<file path="src/rtl/ex_muldiv_unit_if.sv">
// Handshake and data bundle between the EX-stage pipeline control and the
// iterative multiply/divide unit.
interface ex_muldiv_unit_if #(
    parameter int unsigned XLEN = 64
);
    logic            start;
    logic [1:0]      op;
    logic [XLEN-1:0] rs1;
    logic [XLEN-1:0] rs2;
    logic            flush;
    logic            busy;
    logic            stall;
    logic            done;
    logic [XLEN-1:0] result;

    modport master (
        output start, op, rs1, rs2, flush,
        input  busy, stall, done, result
    );

    modport slave (
        input  start, op, rs1, rs2, flush,
        output busy, stall, done, result
    );
endinterface

</file>
<file path="src/rtl/ex_muldiv_unit.sv">
// Iterative unsigned multiply (radix-2 shift-add) / divide (radix-2 restoring)
// unit; holds the pipeline via stall while an operation is in flight.
module ex_muldiv_unit #(
    parameter int unsigned XLEN = 64
) (
    input logic              clk,
    input logic              rst,
    ex_muldiv_unit_if.slave  md_io
);
    localparam int unsigned CntW = $clog2(XLEN);

    typedef enum logic [1:0] {StIdle, StRun, StDone} state_e;

    state_e          state_q, state_d;
    logic [1:0]      op_q, op_d;
    logic [XLEN-1:0] acc_q, acc_d;   // multiply: hi half; divide: partial remainder
    logic [XLEN-1:0] lo_q, lo_d;     // multiply: lo half; divide: dividend/quotient
    logic [XLEN-1:0] b_q, b_d;
    logic [XLEN-1:0] result_q, result_d;
    logic [CntW-1:0] cnt_q, cnt_d;

    logic            accept;
    logic [XLEN:0]   mul_sum;
    logic [XLEN-1:0] mul_hi, mul_lo;
    logic [XLEN:0]   div_shift;
    logic            div_ge;
    logic [XLEN-1:0] div_r, div_q;

    assign accept = md_io.start && (state_q != StRun) && !md_io.flush;

    assign mul_sum = {1'b0, acc_q} + (lo_q[0] ? {1'b0, b_q} : {(XLEN+1){1'b0}});
    assign mul_hi  = mul_sum[XLEN:1];
    assign mul_lo  = {mul_sum[0], lo_q[XLEN-1:1]};

    // The remainder after a restoring step is always below the divisor, so it fits XLEN bits.
    assign div_shift = {acc_q, lo_q[XLEN-1]};
    assign div_ge    = div_shift >= {1'b0, b_q};
    assign div_r     = div_ge ? XLEN'(div_shift - {1'b0, b_q}) : div_shift[XLEN-1:0];
    assign div_q     = {lo_q[XLEN-2:0], div_ge};

    always_comb begin
        state_d  = state_q;
        op_d     = op_q;
        acc_d    = acc_q;
        lo_d     = lo_q;
        b_d      = b_q;
        cnt_d    = cnt_q;
        result_d = result_q;

        unique case (state_q)
            StIdle, StDone: begin
                state_d = StIdle;
                if (accept) begin
                    op_d  = md_io.op;
                    acc_d = '0;
                    lo_d  = md_io.rs1;
                    b_d   = md_io.rs2;
                    cnt_d = CntW'(XLEN - 1);
                    if (md_io.op[1] && (md_io.rs2 == '0)) begin
                        state_d  = StDone;
                        result_d = md_io.op[0] ? md_io.rs1 : '1;
                    end else begin
                        state_d = StRun;
                    end
                end
            end
            StRun: begin
                if (op_q[1]) begin
                    acc_d = div_r;
                    lo_d  = div_q;
                end else begin
                    acc_d = mul_hi;
                    lo_d  = mul_lo;
                end
                cnt_d = cnt_q - CntW'(1);
                if (cnt_q == '0) begin
                    state_d = StDone;
                    unique case (op_q)
                        2'b00:   result_d = mul_lo;
                        2'b01:   result_d = mul_hi;
                        2'b10:   result_d = div_q;
                        default: result_d = div_r;
                    endcase
                end
            end
            default: state_d = StIdle;
        endcase

        // Abort discards the in-flight op, including a completion on this very edge.
        if (md_io.flush) begin
            state_d  = StIdle;
            result_d = result_q;
        end
    end

    always_ff @(posedge clk) begin
        if (rst) begin
            state_q  <= StIdle;
            op_q     <= '0;
            acc_q    <= '0;
            lo_q     <= '0;
            b_q      <= '0;
            cnt_q    <= '0;
            result_q <= '0;
        end else begin
            state_q  <= state_d;
            op_q     <= op_d;
            acc_q    <= acc_d;
            lo_q     <= lo_d;
            b_q      <= b_d;
            cnt_q    <= cnt_d;
            result_q <= result_d;
        end
    end

    assign md_io.busy   = (state_q == StRun);
    assign md_io.done   = (state_q == StDone);
    assign md_io.stall  = (state_q == StRun) || accept;
    assign md_io.result = result_q;
endmodule

</file>
<file path="src/flat_wrapper.sv">
// flat-port wrapper written by rule: the top's interface ports become plain ports
module ex_muldiv_unit_flat 
#(
    parameter int unsigned XLEN = 64
)
  (clk, rst, md_io_start, md_io_op, md_io_rs1, md_io_rs2, md_io_flush, md_io_busy, md_io_stall, md_io_done, md_io_result);
  ex_muldiv_unit_if #(.XLEN(XLEN)) md_io_i ();
  input logic clk;
  input logic rst;
  input wire logic [$bits(md_io_i.start)-1:0] md_io_start;
  input wire logic [$bits(md_io_i.op)-1:0] md_io_op;
  input wire logic [$bits(md_io_i.rs1)-1:0] md_io_rs1;
  input wire logic [$bits(md_io_i.rs2)-1:0] md_io_rs2;
  input wire logic [$bits(md_io_i.flush)-1:0] md_io_flush;
  output wire logic [$bits(md_io_i.busy)-1:0] md_io_busy;
  output wire logic [$bits(md_io_i.stall)-1:0] md_io_stall;
  output wire logic [$bits(md_io_i.done)-1:0] md_io_done;
  output wire logic [$bits(md_io_i.result)-1:0] md_io_result;
  assign md_io_i.start = md_io_start;
  assign md_io_i.op = md_io_op;
  assign md_io_i.rs1 = md_io_rs1;
  assign md_io_i.rs2 = md_io_rs2;
  assign md_io_i.flush = md_io_flush;
  assign md_io_busy = md_io_i.busy;
  assign md_io_stall = md_io_i.stall;
  assign md_io_done = md_io_i.done;
  assign md_io_result = md_io_i.result;
  ex_muldiv_unit #(.XLEN(XLEN)) u_core (.clk(clk), .rst(rst), .md_io(md_io_i));
endmodule
</file>
<file path="config.mk">
export PLATFORM = sky130hd
export DESIGN_NAME = ex_muldiv_unit_flat
export DESIGN_NICKNAME = d
export VERILOG_FILES = /design/src/rtl/ex_muldiv_unit_if.sv /design/src/rtl/ex_muldiv_unit.sv /design/src/flat_wrapper.sv
export SDC_FILE = /design/constraint.sdc
export NUM_CORES = 1
export LEC_CHECK = 0
export ABC_AREA = 1
export ABC_CLOCK_PERIOD_IN_PS = 4100
export CORE_UTILIZATION = 39
export CTS_CLUSTER_SIZE = 20
export DETAILED_ROUTE_END_ITERATION = 8
export SETUP_SLACK_MARGIN = 0.15
export SYNTH_ARGS = -nofsm -noshare
export SYNTH_HDL_FRONTEND = slang
export SYNTH_SLANG_ARGS = --single-unit
</file>
<file path="constraint.sdc">
create_clock -name clk -period 4.1 [get_ports clk]
set_input_delay 0.615 -clock clk [delete_from_list [all_inputs] [get_ports clk]]
set_output_delay 0.615 -clock clk [all_outputs]
set_load 0.1 [all_outputs]
</file>
Word level (Yosys, flattened, before mapping):

Index checks and enable logic that the tools add are counted.

* register bits: 266
* bits in latches: 0
* bits in writable memories: 0
* ROM bits: 0
* input bits: 134
* output and inout port bits: 67
* logic and storage cells: 55
* memories: 0

* $add $sub $neg: 3
* multipliers: 0
* divide/modulo/power cells: 0
* $lt $le $gt $ge: 1
* equality and inequality tests: 8
* shift-type cells: 0
* multiplexer cells: 20
* bitwise logic cells: 1
* reductions and logical operators: 15

Operators with widths (number)
* 2-to-1 mux 64 bit: 10
* one-hot mux 64 bit (2 select lines): 3
* one-hot mux 64 bit (3 select lines): 1
* adder 64 x 64 -> 65 bit: 1
* >= comparator 65 x 64 -> 1 bit: 1
* logical NOT 64 bit: 1
* subtractor 64 bit: 1
* one-hot mux 6 bit (2 select lines): 1
* != test 2 x 1 -> 1 bit (second input constant): 4
* logical NOT 6 bit: 1
* 2-to-1 mux 2 bit: 3
* 2-to-1 mux 6 bit: 1
* subtractor 6 x 1 -> 6 bit (second input constant): 1
* AND reduction 5 bit: 1
* == test 2 x 1 -> 1 bit (second input constant): 2
* == test 2 bit (second input constant): 2
* logical NOT 2 bit: 2
* one-hot mux 2 bit (2 select lines): 1
* AND reduction 2 bit: 2
* OR reduction 2 bit: 2
* logical AND 1 bit: 3
* nonzero test 2 bit: 1
* logical NOT 1 bit: 1
* logical OR 1 bit: 1
* inverter 1 bit: 1

Depth between registers and ports, before layout:

* depth after elaboration: 5
* gate-level depth with buffers: 25
* depth with buffers taken out: 23

Least setup slack after synthesis:

OpenSTA, ideal clock, no wires.

* path type: in2out
* start point: in md_io_start
* end point: out md_io_stall
* arrival time: 2.758 ns
* data required time: 3.485 ns
* setup slack: 0.727 ns
* stages on the path: 2
* path buffers: 0
* cell sequence: inv_1 > o21ai_0

* longest elaborated chain between the ends: 3

RTL lines
* start, declared: RTL line flat_wrapper.sv:10 `input wire logic [$bits(md_io_i.start)-1:0] md_io_start;`
* logical AND 1 bit (2 in a row): RTL line ex_muldiv_unit.sv:29 `assign accept = md_io.start && (state_q != StRun) && !md_io.flush;`
* logical OR 1 bit: RTL line ex_muldiv_unit.sv:118 `assign md_io.stall = (state_q == StRun) || accept;`
* end, declared: RTL line flat_wrapper.sv:16 `output wire logic [$bits(md_io_i.stall)-1:0] md_io_stall;`

Every way passes these cells.

Worst setup path in the final report:

* start point: reg u_core.lo_q[0]
* end point: reg u_core.result_q[36], in the netlist u_core.md_io.result[36]

* longest elaborated chain between the ends: 5

RTL lines
* start, declared: RTL line ex_muldiv_unit.sv:17 `logic [XLEN-1:0] lo_q, lo_d;`
* start signal, assigned: RTL line ex_muldiv_unit.sv:109 `lo_q <= lo_d;`
* 2-to-1 mux 64 bit: RTL line ex_muldiv_unit.sv:31 `assign mul_sum = {1'b0, acc_q} + (lo_q[0] ? {1'b0, b_q} : {(XLEN+1){1'b0}});`
* adder 64 x 64 -> 65 bit: RTL line ex_muldiv_unit.sv:31
* one-hot mux 64 bit (3 select lines): RTL line ex_muldiv_unit.sv:78 `unique case (op_q)`
* 2-to-1 mux 64 bit: RTL line ex_muldiv_unit.sv:76 `if (cnt_q == '0) begin`
* one-hot mux 64 bit (2 select lines): RTL line ex_muldiv_unit.sv:50 `unique case (state_q)`
* end signal, assigned: RTL line ex_muldiv_unit.sv:112 `result_q <= result_d;`
* end, declared: RTL line ex_muldiv_unit.sv:19 `logic [XLEN-1:0] result_q, result_d;`

Every way passes these cells. The select of a mux whose other input is x is not followed.
A chain may end at the register's enable or synchronous reset.

==> impl_results.md <==
* Avg WL per Cell at 19.3 um
* # IOs at 201
* Lkg Pwr at 16.8 nW
* Part of the power in registers at 34.0%
* Ys flop type: dfxtp_1
* DRC viols at 0
* Slack of the critical path at 0.480 ns
* Max cap viols at 0
* Syn Std Cell Area at 27200 um2
* DR vias/cell at 5.06
* Startpoint types: flip-flop
* Syn. warnings at 0
* CP cell instances: buf_12 > nand2_1 > inv_1 > ha_1 > nand2_1 > nor2_1 > nand2_1 > nor2_1 > nand3_1 > nand4_1 > nand2_1 > o21ai_0 > inv_1 > nand2_1 > nand2_1 > a21oi_1
* Setup violators final at 0
* Skew final at 0.0179 ns
* Area contributors post-synth: nand2_1, dfxtp_1, inv_1, nand3_1, a21oi_1
* Yosys cell types at 38
* Core area at 68800 um2
* Die width at 266 um
* CP Capture Type: flip-flop
* Relative slew slack at 19.5%
* Measured slew at the worst slew-check pin at 1.21 ns
* CP Max Fanout at 38
* Fin. max-slew vios at 0
* Vias at 31800
* TritonCTS Sinks at 266
* #FFs+latches synth at 266
* Initial antenna violation count at 1
* H-tree levels at 2
* CTS tree: yes
* Die Ht at 266 um
* Final Util at 45.6%
* WP data arrival at 4.11 ns
* Max VDD drop at 0.000263 V
* Clock share of power at 40.6%
* Switching pwr at 2.90 mW
* Post-synth top cells: nand2_1, inv_1, nand3_1, nor2_1, a21oi_1
* Internal at 5.25 mW
* Power Total at 8.15 mW
* Final Instance Area at 31400 um2
* Resized Gates After CTS at 0
* CTS Buf Count at 36
* Hold Vio Cnt, Final at 0
* Hold Crit Class: reg2reg
* WP data required at 4.59 ns
* Grt total ovfl at 0
* Final worst path period share at 88.3%
* Clk buf depth at 3
* DPL Wire Length at 98200 um
* Hold Buf Count CTS at 0
* Cell with the most instances after synthesis: nand2_1
* Largest net degree at the start of global routing at 122
* Worst Path Class, Setup: reg2reg
* CP max-delay cell: dfxtp_2
* Final antenna-violating net count at 0
* Overall Global Routing Usage at 33.9%
* DR pass1 iterations at 9
* Power share of the combinational group at 25.3%
* Switch share at 35.6%
* Share of cells above drive strength 1 at 3.17%
* Post-synthesis async set-or-reset flop share at 0%
* RSZ-0062 raised after global routing: no
* First-pass GRT wire length at 180000 um
* Peak Freq at 0.276 GHz
* Final Wtd Congestion at 1.05
* Vias in the first global route at 29300
* Port Buffers at 200
* Post-synth top area cell: nand2_1
* Number of synthesized flops with an enable pin at 0
* Post-Syn Area per Cell at 5.19 um2
* Outcome: finished, final reports clean
* Power per cell area at 260 nW/um2
* Share of the synthesized area in the top cell type at 29.5%
* Placement Setup Slack at 0.461 ns
* Drt initial violations at 2784
* Synthesis-to-finish area growth at 15.3%
* Post-layout min period at 3.62 ns
* Post-CTS Setup Bufs at 0
* Post-synthesis sequential area ratio at 19.6%
* Rows at 96
* Initial Util at 39.5%
* Slowest stage delay, CP at 0.66 ns
* DP Cell Count at 6228
* WHS at 0.464 ns
* Worst-path clk slew at 0.06 ns
* Synth Instances at 5237
* WL final at 122000 um
* Net Count, Synth at 5503
* Root buf cell: clkbuf_16
* Setup TNS at 0 ns
* Die area at 70800 um2
* Most frequent cell on the critical path: nand2_1
* Clock latency on the worst-skew pair at 0.57 ns
* Layout net count at 5601
* Non-Filler Instances at 6292
* Placed cell areas at 30200 um2
[critical path, delay by kind of cell (launching register included)]
kind / cells / cell delay, ns
flip-flops: 1 / 0.66
AO/OA/AOI/OAI: 2 / 0.30
AND/OR/NAND/NOR: 10 / 1.85
adder cells (fa/ha/maj): 1 / 0.25
buffers and inverters: 3 / 0.43
[routing by layer]
metal / GRT usage, % / wire length [um] / vias up / part of all wire, %
met5: 0 / 0 / - / 0
met4: 17.2 / 6670 / 0 / 5.5
met3: 3.50 / 6400 / 223 / 5.3
met2: 57.6 / 56800 / 1070 / 47
met1: 42.3 / 51800 / 14300 / 43
li1: - / - / 16200 / -
[path summary, 6_finish.rpt]
kind / end / cells after the start / from / slack, ns
max: u_core.md_io.result[36]$_SDFFE_PP0P_ / 16 / u_core.lo_q[0]$_SDFFE_PP0P_ / 0.48
min: u_core.md_io.result[49]$_SDFFE_PP0P_ / 2 / u_core.md_io.result[49]$_SDFFE_PP0P_ / 0.46
max reg2reg: u_core.md_io.result[36]$_SDFFE_PP0P_ / 16 / u_core.lo_q[0]$_SDFFE_PP0P_ / 0.48
min reg2reg: u_core.md_io.result[49]$_SDFFE_PP0P_ / 2 / u_core.md_io.result[49]$_SDFFE_PP0P_ / 0.46
[cell families after synthesis]
family	Yosys count	share of synthesized area, %
AND/OR/NAND/NOR	3040	45.1
buffers and inverters	1157	16.1
AO/OA/AOI/OAI	582	11.2
flip-flops	266	19.6
adder cells (fa/ha/maj)	132	6.13
XOR/XNOR	60	1.93
[sequential cells by signal (all words and copies together) (netlist names)]
signal / count
u_core.cnt_q: 6
u_core.state_q: 2
u_core.op_q: 2
u_core.md_io.result: 64
u_core.lo_q: 64
u_core.acc_q: 64
u_core.b_q: 64
[area by class of cell]
| cell class | instances | area (um2) |
|---|---|---|
| diodes | 1 | 2.50 |
| clock buffers | 49 | 1020 |
| clock inverters | 14 | 168 |
| fillers | 7774 | 37500 |
| inverters | 972 | 3650 |
| multi-input cells | 3814 | 17500 |
| flip-flops and latches | 266 | 5330 |
| well taps | 931 | 1160 |
| repair buffers | 245 | 2500 |
[layout by cell type (no fill, tap or decap), drive strengths merged, types with 2 or more instances in the layout]
master	count
clkinvlp	3
ha	130
and2	11
o21ai	145
a221oi	4
a211oi	2
nor2	375
or2	40
xnor2	32
nand4	22
inv	972
clkbuf	49
o211ai	3
a21oi	362
bufinv	3
a31oi	59
nand2	2143
nand3b	17
clkdlybuf4s50	197
nor4	12
xor2	28
buf	48
nand3	382
clkinv	8
and3	10
nor3	28
dfxtp	266
o21bai	3
fa	2
[power by group through the flow]
stage	combinational (mW)	clock [mW]	sequential, mW
2_1_floorplan	1.23	0	2.83
3_3_place_gp	2.03	0	2.83
3_5_place_dp	2.02	0	2.83
4_1_cts	2.03	3.37	2.77
5_1_grt	2.25	3.45	2.78
6_report	2.07	3.31	2.77
(Power assumes the default switching activity.)
